===== src/rtl/uart_rx_bit_timing.sv =====
// uart_rx_bit_timing: oversampling timebase and 2-of-3 majority sampler for the UART receiver.
// RX_IN is expected to be synchronized to clk already.
module uart_rx_bit_timing #(
  parameter int PRESC_W = 6,
  parameter int EDGE_W  = 5,
  parameter int BIT_W   = 4
) (
  input  logic               clk,
  input  logic               rst_n,
  input  logic               RX_IN,
  input  logic [PRESC_W-1:0] Prescale,
  input  logic               enable,
  input  logic               dat_samp_en,
  output logic [EDGE_W-1:0]  edge_cnt,
  output logic [BIT_W-1:0]   bit_cnt,
  output logic               sampled_bit,
  output logic               sample_valid,
  output logic               presc_err
);
  logic [EDGE_W-1:0]  r_edge;
  logic [BIT_W-1:0]   r_bit;
  logic               r_s0, r_s1, r_got0, r_got1, r_sampled, r_valid;
  logic [PRESC_W-1:0] w_edge_x, w_half;
  logic               w_last, w_at0, w_at1, w_at2, w_vote, w_maj;
  assign presc_err = !(Prescale == PRESC_W'(8) || Prescale == PRESC_W'(16) || Prescale == PRESC_W'(32));
  assign w_edge_x  = PRESC_W'(r_edge);
  assign w_half    = Prescale >> 1;
  // ">=" lets a count already past a newly lowered Prescale roll over at once
  assign w_last    = w_edge_x >= Prescale - PRESC_W'(1);
  assign w_at0     = w_edge_x == w_half - PRESC_W'(2);
  assign w_at1     = w_edge_x == w_half - PRESC_W'(1);
  assign w_at2     = w_edge_x == w_half;
  // a vote needs both earlier samples taken on the two immediately preceding cycles
  assign w_vote    = dat_samp_en && w_at2 && r_got1;
  assign w_maj     = (r_s0 & r_s1) | (r_s0 & RX_IN) | (r_s1 & RX_IN);
  always_ff @(posedge clk or negedge rst_n) begin
    if (!rst_n) begin
      r_edge    <= '0;
      r_bit     <= '0;
      r_s0      <= 1'b1;
      r_s1      <= 1'b1;
      r_got0    <= 1'b0;
      r_got1    <= 1'b0;
      r_sampled <= 1'b1;
      r_valid   <= 1'b0;
    end else begin
      if (!enable || presc_err) begin
        r_edge <= '0;
        r_bit  <= '0;
      end else if (w_last) begin
        r_edge <= '0;
        r_bit  <= (r_bit == {BIT_W{1'b1}}) ? r_bit : r_bit + BIT_W'(1);
      end else begin
        r_edge <= r_edge + EDGE_W'(1);
      end
      if (dat_samp_en && w_at0) r_s0 <= RX_IN;
      if (dat_samp_en && w_at1) r_s1 <= RX_IN;
      r_got0  <= dat_samp_en && w_at0;
      r_got1  <= dat_samp_en && w_at1 && r_got0;
      r_valid <= w_vote;
      if (w_vote) r_sampled <= w_maj;
    end
  end
  assign edge_cnt     = r_edge;
  assign bit_cnt      = r_bit;
  assign sampled_bit  = r_sampled;
  assign sample_valid = r_valid;
endmodule


===== config.mk =====
export PLATFORM = sky130hd
export DESIGN_NAME = uart_rx_bit_timing
export DESIGN_NICKNAME = d
export VERILOG_FILES = /design/src/rtl/uart_rx_bit_timing.sv
export SDC_FILE = /design/constraint.sdc
export NUM_CORES = 1
export LEC_CHECK = 0
export ABC_CLOCK_PERIOD_IN_PS = 3400
export CAP_MARGIN = 5
export CORE_UTILIZATION = 56
export DETAILED_ROUTE_END_ITERATION = 16
export HOLD_SLACK_MARGIN = 0.1
export MAX_ROUTING_LAYER = met4
export PLACE_DENSITY_LB_ADDON = 0.08
export SYNTH_ARGS = -nofsm -noshare
export SYNTH_HDL_FRONTEND = slang
export SYNTH_SLANG_ARGS = --single-unit

===== constraint.sdc =====
create_clock -name clk -period 3.4 [get_ports clk]
set_input_delay 0.51 -clock clk [delete_from_list [all_inputs] [get_ports clk]]
set_output_delay 0.51 -clock clk [all_outputs]
set_load 0.1 [all_outputs]

==> summary.txt, run 1 <==
Run status
  – Outcome: finished, final reports clean

Timing
  – Slew at the pin closest to its max-slew limit: 0.966 ns
  – Max Slew Vio Count: 0
  – Final Hold Viols: 0
  – Worst Skew: 0.00469 ns
  – Achievable Freq: 344 MHz
  – Period utilization: 0.854
  – Final setup fails: 0
  – Setup TNS: 0 ns
  – RSZ-0062 raised after global routing: no
  – Worst rel slew slack: 0.354
  – Final worst slack: 0.495 ns
  – Tmin final: 2.91 ns

Global routing
  – Vias in the first global route: 981
  – Largest net degree at the start of global routing: 16
  – Total Routing Usage GR: 0.234
  – Total gr overflow: 0
  – First-pass GRT wire length: 4370 um
  – Antenna violations before repair: 0

Clock tree
  – CTS Hold Buffers Added: 0
  – CTS Buf Count: 3
  – Post-CTS Resized: 0
  – CTS tree: built
  – CTS Sinks: 15
  – CTS clk-pin slew, worst paths: 0.09 ns
  – Root buf cell: clkbuf_4
  – H-tree Lvls: 1
  – Post-CTS Setup Bufs: 0
  – Clk buf depth: 2
  – Clock insertion delay at the later pin of the skew report: 0.28 ns

Worst setup path
  – Data required, critical path: 3.59 ns
  – Critical Path AT: 3.10 ns
  – CP Max Fanout: 8
  – Most Frequent Cell on Critical Path: ha_1
  – Reg2reg path depth: 7
  – Delay of the slowest critical-path stage: 0.49 ns
  – Critical Path Slowest Stage Cell: clkdlybuf4s50_1
  – Buffer and inverter count on the worst path: 2
  – Kind of critical path: input pin to flip-flop
  – Levels on crit path: 10
  – CP startpoint kind: input pin
  – CP Cell Sequence: clkdlybuf4s50_1 -> inv_1 -> ha_1 -> a21boi_1 -> xnor2_1 -> ha_1 -> a211oi_1 -> o21ai_1 -> and3_4 -> a311oi_2
  – CP top delay family: compound AO/OA/AOI/OAI gates
  – Crit path capture type: flip-flop

Yosys
  – Post-Synthesis Cells: 127
  – Syn Area/Cell: 10.4 sq um
  – Syn Nets: 151
  – Main synth FF type: dfrtp_1
  – Seq/Total Area, Yosys: 0.287
  – Post-synth EDFFs: 0
  – Distinct cells, synth: 52
  – #FFs+latches synth: 15
  – Share of flip-flops with an asynchronous set or reset: 1.00
  – Ys Warns: 0
  – Mapped Area: 1320 sq um

Finish
  – Storage cell area: 379 sq um
  – Diodes inserted: 0
  – Layout area overhead: 17.6%
  – Area occupied by multi-input gates: 856 sq um
  – Fillers: 183
  – # nets final: 173
  – Commonest non-fill, non-tap cell in the layout: clkdlybuf4s50_1
  – Share of cells above drive strength 1: 0.236
  – Most frequent cells in the layout: clkdlybuf4s50_1 (17), ha_1 (13), dfrtp_1 (12), xor2_1 (9)

Placed design
  – Pre-CTS setup slack: 0.234 ns
  – Post-DP HPWL: 1990 um
  – GPL Wtd Cong: 0.830
  – IO Port Bufs: 22

Detailed routing
  – First-pass DRT Iterations: 4
  – ANT nets after route: 0
  – Residual DRC count: 0
  – Initial DRC Count: 17
  – Final wirelength: 2560 um
  – Via Count: 991
  – WL per Instance: 14.6 um
  – Vias per std cell: 5.63

Floorplan
  – Die extent in x: 50.5 um
  – Rows: 17
  – Initial core utilization: 0.596
  – Die Ht: 50.5 um
  – Die area: 2550 sq um
  – Core Area: 2210 sq um
  – I/O pin count: 23

Flow run
  – Maxcap violations: 0

Worst hold path
  – Worst Hold Path Cells: 1
  – Worst Hold Class: flip-flop to flip-flop

Power and ir drop
  – Maximum vdd drop: 0.000204 V
  – PwrDens: 250 nW/um^2
  – Leakage: 0.693 nW
==> registers in the layout, indices dropped and copies added, names as in the netlist <==
name and count:
edge_cnt 5, bit_cnt 4, r_got0 1, r_got1 1
r_s0 1, r_s1 1, sample_valid 1, sampled_bit 1
==> through the flow <==
stage               power (W)   util  instance area (sq um)  hold slack [ns]  cells
floorplan            0.000264      -                   1320            0.214    127
global placement     0.000290  0.689                   1520            0.437    172
detailed placement   0.000292  0.689                   1520            0.441    172
CTS                  0.000393  0.701                   1550            0.467    176
global route         0.000411  0.701                   1550            0.483    176
finish               0.000388  0.701                   1550            0.464    176
==> kinds of logic after synthesis <==
logic type	count (synthesis)	synth area share
AO/OA/AOI/OAI	22	0.131
XOR/XNOR	16	0.112
adder cells (fa/ha/maj)	14	0.131
buffers and inverters	13	0.0636
flip-flops	15	0.287
multiplexers	5	0.0436
AND/OR/NAND/NOR	42	0.232
==> layer usage <==
metal | part of all wire | GRT usage | up-vias
met5 | 0 | - | -
met4 | 0.0086 | 0.106 | 0
met3 | 0.035 | 0.0212 | 4
met2 | 0.49 | 0.380 | 21
met1 | 0.46 | 0.296 | 477
li1 | - | - | 489
==> cells in the mapped netlist (2+ instances only) <==
| master | n | area [sq um] |
|---|---|---|
| nand2_1 | 7 | 26.3 |
| dfstp_2 | 3 | 78.8 |
| dfrtp_1 | 12 | 300 |
| nor2_1 | 5 | 18.8 |
| nor3_1 | 2 | 10.0 |
| ha_1 | 13 | 163 |
| nor3_2 | 4 | 40.0 |
| nand3_1 | 5 | 25.0 |
| a211oi_1 | 2 | 15.0 |
| nor2_2 | 2 | 12.5 |
| nand2b_1 | 2 | 12.5 |
| xor2_1 | 9 | 78.8 |
| a22oi_1 | 2 | 15.0 |
| mux2i_1 | 2 | 20.0 |
| a21boi_1 | 3 | 22.5 |
| buf_6 | 4 | 45.0 |
| o21ai_0 | 4 | 20.0 |
| inv_1 | 7 | 26.3 |
| xnor2_1 | 6 | 52.6 |
==> power breakdown <==
part / switching, W / internal, W
Clock: 0.0000554 / 0.0000436
Combinational: 0.0000499 / 0.0000449
Sequential: 0.00000437 / 0.000190
Total: 0.000110 / 0.000279
==> final cells by class <==
cell class                 count  area share
timing repair buffer          23       0.147
clock buffer                   3      0.0145
sequential                    15       0.244
multi-input combinational     99       0.552
inverter                       7      0.0169
clock inverter                 1     0.00323
tap                           28      0.0226
==> path summary, 6_finish.rpt <==
path	slack [ns]	endpoint	start
worst min-delay path	0.46	r_got1$_DFF_PN0_	r_got0$_DFF_PN0_
max in group asynchronous	2.35	r_got0$_DFF_PN0_	rst_n
worst max register to register	1.46	bit_cnt[2]$_DFFE_PN0P_	edge_cnt[0]$_DFF_PN0_
min in group asynchronous	0.62	bit_cnt[1]$_DFFE_PN0P_	rst_n
worst min register to register	0.46	r_got1$_DFF_PN0_	r_got0$_DFF_PN0_
worst max-delay path	0.49	bit_cnt[2]$_DFFE_PN0P_	Prescale[2]
No activity file was read; power rests on OpenSTA's default activity.
==> inputs of run 2 (changes only) <==
- CAP_MARGIN: 5 -> 20
==> results of run 2 <==
No change in the layout: final DEF, timing and power equal those of run 1.
